$ cat config.mk
export PLATFORM = sky130hd
export DESIGN_NAME = msx_slot_mapper
export DESIGN_NICKNAME = d
export VERILOG_FILES = /design/src/rtl/msx_slot_mapper.sv
export SDC_FILE = /design/constraint.sdc
export NUM_CORES = 1
export LEC_CHECK = 0
export BUFFER_PORTS_ARGS = -buffer_cell sky130_fd_sc_hd__buf_2
export CORE_AREA = 2 2 75 77
export CTS_CLUSTER_SIZE = 20
export DETAILED_ROUTE_END_ITERATION = 10
export DIE_AREA = 0 0 77 79
export PLACE_DENSITY_LB_ADDON = 0.3
export SLEW_MARGIN = 15
export SYNTH_ARGS = -nofsm -noshare
export SYNTH_HDL_FRONTEND = slang
export SYNTH_SLANG_ARGS = --single-unit
$ cat constraint.sdc
create_clock -name clk_i -period 2.7 [get_ports clk_i]
set_input_delay 0.27 -clock clk_i [delete_from_list [all_inputs] [get_ports clk_i]]
set_output_delay 0.27 -clock clk_i [all_outputs]
set_load 0.1 [all_outputs]
$ cat src/rtl/msx_slot_mapper.sv
// MSX slot/memory mapper: primary slot decode, FFFFh sub-slot expanders and
// an MSX2-style RAM mapper with segment registers on I/O FCh-FFh.
module msx_slot_mapper #(
   parameter logic [3:0]  EXPANDED    = 4'b1000,
   parameter int unsigned SEG_BITS    = 3,
   parameter int unsigned MAP_SLOT    = 3,
   parameter int unsigned MAP_SUBSLOT = 0
) (
   input  logic                  clk_i,
   input  logic                  reset_n_i,
   input  logic [15:0]           addr_i,
   input  logic [7:0]            d_i,
   output logic [7:0]            d_o,
   output logic                  d_oe_o,
   input  logic                  mreq_n_i,
   input  logic                  iorq_n_i,
   input  logic                  rd_n_i,
   input  logic                  wr_n_i,
   input  logic                  m1_n_i,
   input  logic                  rfsh_n_i,
   input  logic [7:0]            prim_sel_i,
   output logic [3:0]            sltsl_n_o,
   output logic [15:0]           subsl_n_o,
   output logic                  ram_cs_n_o,
   output logic [SEG_BITS+13:0]  ram_a_o
);

   localparam logic [1:0] MAP_SLOT_L    = 2'(MAP_SLOT);
   localparam logic [1:0] MAP_SUBSLOT_L = 2'(MAP_SUBSLOT);

   logic [7:0]          subreg_q [4];
   logic [7:0]          subreg_d [4];
   logic [SEG_BITS-1:0] seg_q [4];
   logic [SEG_BITS-1:0] seg_d [4];
   logic                wr_n_q, wr_n_d;

   logic [1:0] page, prim, sub;
   logic       mem, ffff_hit, io_hit, wr_stb;
   logic [7:0] seg_rd;

   always_comb begin
      page     = addr_i[15:14];
      prim     = prim_sel_i[{page, 1'b0} +: 2];
      sub      = subreg_q[prim][{page, 1'b0} +: 2];
      mem      = ~mreq_n_i & rfsh_n_i;
      // FFFFh is only intercepted when the page-3 slot actually has an expander
      ffff_hit = mem & (addr_i == 16'hFFFF) & EXPANDED[prim];
      io_hit   = ~iorq_n_i & m1_n_i & (addr_i[7:2] == 6'h3F);
      wr_stb   = wr_n_q & ~wr_n_i;
   end

   always_comb begin
      subreg_d = subreg_q;
      seg_d    = seg_q;
      wr_n_d   = wr_n_i;
      if (wr_stb && ffff_hit)
         subreg_d[prim] = d_i;
      if (wr_stb && io_hit)
         seg_d[addr_i[1:0]] = d_i[SEG_BITS-1:0];
   end

   always_ff @(posedge clk_i or negedge reset_n_i) begin
      if (!reset_n_i) begin
         wr_n_q <= 1'b1;
         for (int unsigned i = 0; i < 4; i++) begin
            subreg_q[i] <= '0;
            seg_q[i]    <= SEG_BITS'(3 - i);
         end
      end else begin
         wr_n_q   <= wr_n_d;
         subreg_q <= subreg_d;
         seg_q    <= seg_d;
      end
   end

   always_comb begin
      sltsl_n_o = '1;
      subsl_n_o = '1;
      if (mem)
         sltsl_n_o[prim] = 1'b0;
      if (mem && EXPANDED[prim] && !ffff_hit)
         subsl_n_o[{prim, sub}] = 1'b0;

      ram_cs_n_o = ~(mem && !ffff_hit && (prim == MAP_SLOT_L) &&
                     (!EXPANDED[MAP_SLOT_L] || (sub == MAP_SUBSLOT_L)));
      ram_a_o    = {seg_q[page], addr_i[13:0]};

      seg_rd = '1;
      seg_rd[SEG_BITS-1:0] = seg_q[addr_i[1:0]];

      d_o    = 8'hFF;
      d_oe_o = 1'b0;
      if (!rd_n_i) begin
         if (ffff_hit) begin
            d_o    = ~subreg_q[prim];
            d_oe_o = 1'b1;
         end else if (io_hit) begin
            d_o    = seg_rd;
            d_oe_o = 1'b1;
         end
      end
   end

endmodule

==> results of run 1 <==
cells in the final DEF, fill, tap and decap left out, types with 3 or more instances in the layout:
master | Yosys | layout
sky130_fd_sc_hd__mux2i_1 | 29 | 28
sky130_fd_sc_hd__buf_12 | 0 | 16
sky130_fd_sc_hd__nand4_1 | 6 | 6
sky130_fd_sc_hd__clkbuf_8 | 2 | 6
sky130_fd_sc_hd__nand2_1 | 10 | 10
sky130_fd_sc_hd__buf_4 | 26 | 14
sky130_fd_sc_hd__dfrtp_1 | 40 | 40
sky130_fd_sc_hd__nand3b_1 | 4 | 4
sky130_fd_sc_hd__buf_2 | 0 | 56
sky130_fd_sc_hd__nor2_1 | 5 | 4
sky130_fd_sc_hd__dfstp_2 | 5 | 5
sky130_fd_sc_hd__buf_6 | 3 | 6
sky130_fd_sc_hd__mux2_2 | 22 | 22
sky130_fd_sc_hd__conb_1 | 1 | 12
sky130_fd_sc_hd__o22ai_1 | 3 | 3
sky130_fd_sc_hd__nand2b_1 | 4 | 4
sky130_fd_sc_hd__mux4_2 | 9 | 10
layout make-up:
type | count | area (µm²)
Sequential cell | 45 | 1132
Inverter | 1 | 3.754
Clock buffer | 8 | 90.09
Fill cell | 426 | 2095
Multi-Input combinational cell | 123 | 1126
Tap cell | 72 | 90.09
Timing Repair Buffer | 93 | 800.8
flip-flops by register name (all words and copies together), names as in the netlist:
name / flops
seg_q: 12
wr_n_q: 1
subreg_q: 32
metrics by stage:
step / util (%) / instance area, µm² / setup slack, ps / cells / TNS, ps
after global placement: 56.21 / 3000 / -309.8 / 326 / -615.5
final: 60.76 / 3243 / -238.4 / 342 / -583.4
after CTS: 59.61 / 3182 / -198.6 / 336 / -434.6
after floorplan: - / 2610 / -441.6 / 227 / -2783
after global routing: 60.76 / 3243 / -289.0 / 342 / -919.7
after detailed placement: 56.21 / 3000 / -325.8 / 326 / -651.1
cells by family after synthesis:
family	count (synthesis)
AOI/OAI and AO/OA	5
buffers and inverters	59
DFF	45
muxes	61
other	1
and+or+nand+nor	45
power by group:
group	internal [mW]	switching (mW)	leakage, nW
logic	0.0978	0.269	0.971
registers	0.677	0.00114	0.611
clock network	0.209	0.205	0.0455
per-layer routing:
metal	global-route usage [%]	part of all wire [%]
met2	29.12	49
met3	5.000	5.7
met5	0	0
met1	23.37	44
met4	5.893	1.2
worst max-delay path by stage:
stage | from | to | slack, ps | cells after the start
after floorplan | addr_i[14] | d_o[0] | -440 | 5
after global placement | addr_i[14] | ram_cs_n_o | -310 | 7
after detailed placement | addr_i[14] | subsl_n_o[12] | -330 | 7
after CTS | addr_i[14] | subsl_n_o[12] | -200 | 8
after global routing | addr_i[14] | subsl_n_o[12] | -290 | 8
final | addr_i[14] | subsl_n_o[12] | -240 | 8
what timing repair did:
item	in CTS	in global routing
cloned	1	0
setup endpoints to repair	2	5
buffers inserted	1	6
hold endpoints to repair	0	0
resized for setup	13	6
pin swaps	2	2
==> metrics.txt, run 1 <==
# TYPE chip_impl_metric gauge
chip_impl_info{name="outcome",value="complete, but fails checks"} 1
chip_impl_info{name="failed_checks",value="negative setup slack"} 1
chip_impl_metric{name="share_of_the_synthesized_area_in_compound_gates_ao_oa_aoi_oai",unit="%"} 1.226
chip_impl_metric{name="diodes",unit=""} 0
chip_impl_info{name="rsz0062_at_grt",value="yes"} 1
chip_impl_metric{name="track_usage",unit="%"} 17.91
chip_impl_metric{name="layout-area-overhead-vs-synth",unit="%"} 27.12
chip_impl_metric{name="initial_standard_cell_utilization_of_the_core",unit="%"} 47.80
chip_impl_metric{name="drt-pass1-iter-count",unit=""} 4
chip_impl_info{name="cts.root.buffer_cell",value="sky130_fd_sc_hd__clkbuf_8"} 1
chip_impl_info{name="synth-main-ff-cell",value="sky130_fd_sc_hd__dfrtp_1"} 1
chip_impl_metric{name="regToRegSetupSlack",unit="ps"} 810
chip_impl_metric{name="route.vias.total",unit=""} 1726
chip_impl_info{name="synth.top_cells.by_count",value="sky130_fd_sc_hd__dfrtp_1, sky130_fd_sc_hd__mux2i_1, sky130_fd_sc_hd__clkbuf_1, sky130_fd_sc_hd__buf_4, sky130_fd_sc_hd__mux2_2"} 1
chip_impl_metric{name="p_leak",unit="nW"} 1.627
chip_impl_metric{name="synthDistinctLibCells",unit=""} 31
chip_impl_metric{name="ir_worst_vdd",unit="µV"} 323.7
chip_impl_metric{name="crit_required",unit="ps"} 2430
chip_impl_metric{name="dp_hpwl",unit="µm"} 3947
chip_impl_metric{name="synth_mux_area_share",unit="%"} 30.06
chip_impl_metric{name="cts.htree.levels",unit=""} 2
chip_impl_metric{name="cts_buffers",unit=""} 5
chip_impl_metric{name="drt-initial-drc-count",unit=""} 62
chip_impl_metric{name="synth_enable_flop_cells",unit=""} 0
chip_impl_metric{name="postSynthCellCount",unit=""} 216
chip_impl_metric{name="cts-root-to-sink-buffers",unit=""} 2
chip_impl_metric{name="post_synth_xor_area_fraction",unit="%"} 0
chip_impl_metric{name="worst_slack",unit="ps"} -238.4
chip_impl_metric{name="biggest_fanout_along_the_worst_timing_path",unit=""} 8
chip_impl_metric{name="post_synth_and_or_nand_nor_area_fraction",unit="%"} 10.00
chip_impl_info{name="worst_r2r_endpoint",value="seg_q[11]"} 1
chip_impl_metric{name="clk_pin_slew_worst_paths",unit="ps"} 80
chip_impl_metric{name="floorplan.rows",unit=""} 27
chip_impl_metric{name="maxSlewHeadroom",unit="%"} 35.70
chip_impl_info{name="yosys.area.top_type",value="sky130_fd_sc_hd__dfrtp_1"} 1
chip_impl_metric{name="cp_slowest_stage_delay",unit="ps"} 580
chip_impl_metric{name="proportion_of_layout_cells_with_a_drive_suffix_above_1",unit="%"} 53.33
chip_impl_metric{name="critical_path_data_arrival_time",unit="ps"} 2670
chip_impl_metric{name="slew_of_the_pin_with_the_lowest_slew_margin",unit="ps"} 964.5
chip_impl_metric{name="final_setup_violation_count",unit=""} 4
chip_impl_metric{name="floorplan.die.width",unit="µm"} 77
chip_impl_info{name="critPathTopFamily",value="multiplexers"} 1
chip_impl_metric{name="synth_top_cell_area_share",unit="%"} 39.23
chip_impl_metric{name="cts_num_sinks",unit=""} 45
chip_impl_info{name="yosys.cell_count.top_type",value="sky130_fd_sc_hd__dfrtp_1"} 1
chip_impl_metric{name="grt_first_pass_wirelength",unit="µm"} 8328
chip_impl_metric{name="cap_viol_max_count",unit=""} 0
chip_impl_metric{name="fraction_of_synthesis_flops_using_an_asynchronous_set_or_reset_pin",unit="%"} 100.0
chip_impl_metric{name="first_global_vias",unit=""} 1681
chip_impl_info{name="worst_min_path_start",value="wr_n_i"} 1
chip_impl_info{name="yosys-top-cells-area",value="sky130_fd_sc_hd__dfrtp_1, sky130_fd_sc_hd__mux2i_1, sky130_fd_sc_hd__mux2_2, sky130_fd_sc_hd__mux4_2, sky130_fd_sc_hd__buf_4"} 1
chip_impl_info{name="cts_tree",value="done"} 1
chip_impl_metric{name="routabilityCongestion",unit=""} 0.7615
chip_impl_metric{name="post_synth.cell_area_avg",unit="µm²"} 11.81
chip_impl_metric{name="number_of_routed_nets_with_antenna_violations",unit=""} 0
chip_impl_metric{name="synth_sequential_area_ratio",unit="%"} 44.38
chip_impl_metric{name="timing.hold.worst_path_depth",unit=""} 1
chip_impl_info{name="kind_of_launch_point_of_the_worst_setup_path",value="primary input"} 1
chip_impl_metric{name="nNetsFinal",unit=""} 309
chip_impl_metric{name="remaining_drc_errors",unit=""} 0
chip_impl_metric{name="grt_start_max_net_pins",unit=""} 46
chip_impl_info{name="cp_cell_sequence",value="buf_6 > mux4_2 > buf_12 > mux2i_1 > mux2i_1 > mux4_2 > or4_4 > buf_12"} 1
chip_impl_metric{name="yosys_register_bits",unit=""} 45
chip_impl_metric{name="placement.io_buffers",unit=""} 74
chip_impl_info{name="regToRegStartpoint",value="wr_n_q"} 1
chip_impl_metric{name="avgRoutedWirePerCell",unit="µm"} 15.59
chip_impl_metric{name="die_height",unit="µm"} 79
chip_impl_metric{name="floorplan.die_area",unit="mm²"} 0.006083
chip_impl_info{name="hold_class",value="in -> reg"} 1
chip_impl_metric{name="critical_path.n_buffers_inverters",unit=""} 3
chip_impl_metric{name="synth_warnings",unit=""} 0
chip_impl_metric{name="mappedNetlistArea",unit="mm²"} 0.002551
chip_impl_metric{name="ff2ff_path_depth",unit=""} 4
chip_impl_metric{name="area_of_the_placeable_core",unit="mm²"} 0.005338
chip_impl_metric{name="antenna_violations_before_repair",unit=""} 0
chip_impl_metric{name="report.final.hold_viol_count",unit=""} 0
chip_impl_metric{name="fin_hold_ws",unit="ps"} 77.42
chip_impl_metric{name="overall_power",unit="mW"} 1.459
chip_impl_info{name="timing.critical_path.slowest_stage_cell",value="sky130_fd_sc_hd__mux4_2"} 1
chip_impl_info{name="holdPathEnd",value="wr_n_q"} 1
chip_impl_metric{name="insertion_delay",unit="ps"} 290
chip_impl_metric{name="number_of_buffers_inserted_by_hold_repair_at_cts",unit=""} 0
chip_impl_metric{name="max_freq",unit="GHz"} 0.3403
chip_impl_info{name="crit_path_end_kind",value="primary output"} 1
chip_impl_metric{name="final_min_period_over_clock_period",unit="%"} 108.8
chip_impl_metric{name="period_minus_slack",unit="ps"} 2938
chip_impl_metric{name="p_per_area",unit="mW/mm²"} 449.8
chip_impl_metric{name="global_route.overflow_total",unit=""} 0
chip_impl_metric{name="timing.final.max_slew_violations",unit=""} 0
chip_impl_metric{name="drt-total-wl",unit="µm"} 5331
chip_impl_metric{name="vias_per_cell",unit=""} 5.047
chip_impl_info{name="main_combinational_cell_family_by_area_after_synthesis",value="multiplexers"} 1
chip_impl_metric{name="synthAdderAreaFrac",unit="%"} 0
chip_impl_info{name="critPathKind",value="in -> out"} 1
chip_impl_metric{name="ports",unit=""} 87
chip_impl_metric{name="worst_clock_skew",unit="ps"} 6.057
No activity file was read; power rests on OpenSTA's default activity.
==> run 2: changes to the inputs <==
--- a/config.mk
+++ b/config.mk
@@ -15,3 +15,4 @@
 export SYNTH_ARGS = -nofsm -noshare
 export SYNTH_HDL_FRONTEND = slang
 export SYNTH_SLANG_ARGS = --single-unit
+export TNS_END_PERCENT = 10
==> metrics.txt, run 2 (synthesized netlist as in run 1, its figures left out) <==
# TYPE chip_impl_metric gauge
chip_impl_info{name="outcome",value="complete, but fails checks"} 1
chip_impl_info{name="cts_tree",value="done"} 1
chip_impl_metric{name="placement.io_buffers",unit=""} 74
chip_impl_metric{name="cp_slowest_stage_delay",unit="ps"} 550
chip_impl_info{name="cts.root.buffer_cell",value="sky130_fd_sc_hd__clkbuf_8"} 1
chip_impl_info{name="biggestRegsByFlops",value="subreg_q x32, seg_q x12, wr_n_q x1"} 1
chip_impl_metric{name="critical_path_data_arrival_time",unit="ps"} 2600
chip_impl_info{name="rsz0062_at_grt",value="yes"} 1
chip_impl_metric{name="p_per_area",unit="mW/mm²"} 482.9
chip_impl_metric{name="floorplan.die_area",unit="mm²"} 0.006083
chip_impl_metric{name="clk_pin_slew_worst_paths",unit="ps"} 70
chip_impl_metric{name="placement.setup.worst_slack",unit="ps"} -286.2
chip_impl_info{name="timing.critical_path.slowest_stage_cell",value="sky130_fd_sc_hd__or4_4"} 1
chip_impl_info{name="most-common-layout-cells",value="sky130_fd_sc_hd__buf_2, sky130_fd_sc_hd__dfrtp_1, sky130_fd_sc_hd__mux2i_1"} 1
chip_impl_metric{name="initial_standard_cell_utilization_of_the_core",unit="%"} 47.80
chip_impl_metric{name="fin_area",unit="mm²"} 0.003213
chip_impl_info{name="max_flop_register",value="subreg_q"} 1
chip_impl_metric{name="final_util",unit="%"} 60.20
chip_impl_metric{name="drt-initial-drc-count",unit=""} 89
chip_impl_metric{name="area_of_the_placeable_core",unit="mm²"} 0.005338
chip_impl_metric{name="cts.htree.levels",unit=""} 2
chip_impl_metric{name="route.vias.total",unit=""} 1734
chip_impl_metric{name="grt_start_max_net_pins",unit=""} 46
chip_impl_metric{name="report.final.hold_viol_count",unit=""} 0
chip_impl_metric{name="die_height",unit="µm"} 79
chip_impl_metric{name="cts_buffers",unit=""} 5
chip_impl_metric{name="overall_power",unit="mW"} 1.552
chip_impl_metric{name="flip_flop_count_of_the_largest_register_all_copies_and_words_added",unit=""} 32
chip_impl_info{name="crit_path_end_kind",value="primary output"} 1
chip_impl_metric{name="number_of_buffers_inserted_by_hold_repair_at_cts",unit=""} 0
chip_impl_metric{name="track_usage",unit="%"} 17.80
chip_impl_info{name="cp_cell_sequence",value="buf_6 > mux4_2 > buf_12 > mux2i_1 > mux2i_1 > mux4_2 > or4_4 > buf_12"} 1
chip_impl_metric{name="insertion_delay",unit="ps"} 300
chip_impl_metric{name="first_global_vias",unit=""} 1723
chip_impl_metric{name="proportion_of_layout_cells_with_a_drive_suffix_above_1",unit="%"} 51.49
chip_impl_info{name="kind_of_launch_point_of_the_worst_setup_path",value="primary input"} 1
chip_impl_metric{name="vias_per_cell",unit=""} 5.100
chip_impl_metric{name="routabilityCongestion",unit=""} 0.7864
chip_impl_metric{name="floorplan.rows",unit=""} 27
chip_impl_metric{name="max_freq",unit="GHz"} 0.3480
chip_impl_metric{name="drt-total-wl",unit="µm"} 5243
chip_impl_metric{name="cap_viol_max_count",unit=""} 0
chip_impl_metric{name="period_minus_slack",unit="ps"} 2874
chip_impl_info{name="critPathKind",value="in -> out"} 1
chip_impl_metric{name="biggest_fanout_along_the_worst_timing_path",unit=""} 14
chip_impl_info{name="final_common_cell",value="sky130_fd_sc_hd__buf_2"} 1
chip_impl_metric{name="remaining_drc_errors",unit=""} 0
chip_impl_metric{name="worst_clock_skew",unit="ps"} 9.185
chip_impl_metric{name="final_setup_violation_count",unit=""} 3
chip_impl_metric{name="drt-pass1-iter-count",unit=""} 4
chip_impl_metric{name="dp_hpwl",unit="µm"} 3943
chip_impl_metric{name="floorplan.die.width",unit="µm"} 77
chip_impl_metric{name="avgRoutedWirePerCell",unit="µm"} 15.42
chip_impl_metric{name="crit_required",unit="ps"} 2430
chip_impl_metric{name="timing.final.max_slew_violations",unit=""} 0
chip_impl_metric{name="number_of_routed_nets_with_antenna_violations",unit=""} 0
chip_impl_metric{name="antenna_violations_before_repair",unit=""} 0
chip_impl_metric{name="diodes",unit=""} 0
chip_impl_info{name="hold_class",value="in -> reg"} 1
chip_impl_metric{name="global_route.overflow_total",unit=""} 0
chip_impl_metric{name="cts-root-to-sink-buffers",unit=""} 2
chip_impl_metric{name="slew_of_the_pin_with_the_lowest_slew_margin",unit="ps"} 980.2
chip_impl_metric{name="layout-area-overhead-vs-synth",unit="%"} 25.94
chip_impl_metric{name="postPlaceCellArea",unit="mm²"} 0.003005
chip_impl_metric{name="nNetsFinal",unit=""} 307
chip_impl_metric{name="grt_first_pass_wirelength",unit="µm"} 8328
chip_impl_metric{name="final_min_period_over_clock_period",unit="%"} 106.4
chip_impl_metric{name="ir_worst_vdd",unit="µV"} 260.8
chip_impl_info{name="failed_checks",value="negative setup slack"} 1
chip_impl_metric{name="maxSlewHeadroom",unit="%"} 34.65
chip_impl_metric{name="worst_slack",unit="ps"} -173.8
chip_impl_metric{name="ports",unit=""} 87
chip_impl_metric{name="p_leak",unit="nW"} 1.629
chip_impl_metric{name="cts_num_sinks",unit=""} 45
-- run 2: layout make-up --
cell class	count	area, µm²
Fill cell	447	2125
Sequential cell	45	1132
Multi-Input combinational cell	123	1106
Timing Repair Buffer	91	764.5
Tap cell	72	90.09
Clock buffer	7	86.33
Clock inverter	1	30.03
Inverter	1	3.754
-- run 2: through the flow --
step	instances	hold WS, ps	setup TNS (ps)
3_5_place_dp	329	364.6	-593.7
3_3_place_gp	329	364.0	-458.2
4_1_cts	339	68.65	-331.0
2_1_floorplan	227	-25.59	-3579
6_report	340	80.84	-359.7
5_1_grt	340	71.48	-514.3
-- run 2: path summary, 6_finish.rpt --
kind | start | end | cells past startpoint | slack, ps
max | addr_i[14] | ram_cs_n_o | 8 | -170
min | wr_n_i | wr_n_q | 1 | 80
max reg2reg | wr_n_q | seg_q[11] | 4 | 740
min reg2reg | subreg_q[28] | subreg_q[28] | 0 | 380
max in group asynchronous | reset_n_i | seg_q[4] | 1 | 1960
min in group asynchronous | reset_n_i | subreg_q[6] | 1 | 130
-- run 2: report_power, final --
group          internal, mW  switching [mW]  total, mW
Clock                 0.302           0.215      0.516
Combinational        0.0926           0.265      0.358
Sequential            0.677         0.00113      0.678
Total                  1.07           0.481       1.55
-- run 2: what timing repair did --
action,in CTS,in global routing
buffers inserted,2,1
endpoints found under the setup margin,3,4
gates resized for setup,14,1
-- run 2: routing by layer --
metal,routed length (µm),vias up,GRT usage (%)
met5,0,-,0
met4,87,0,6.607
met3,337,9,5.000
met2,2565,68,29.12
met1,2254,844,22.78
li1,-,813,-
-- run 2: worst max-delay path, delay by kind of cell --
kind | cells | cell delay (ps)
muxes | 4 | 1340
buffers and inverters | 3 | 430
and+or+nand+nor | 1 | 550
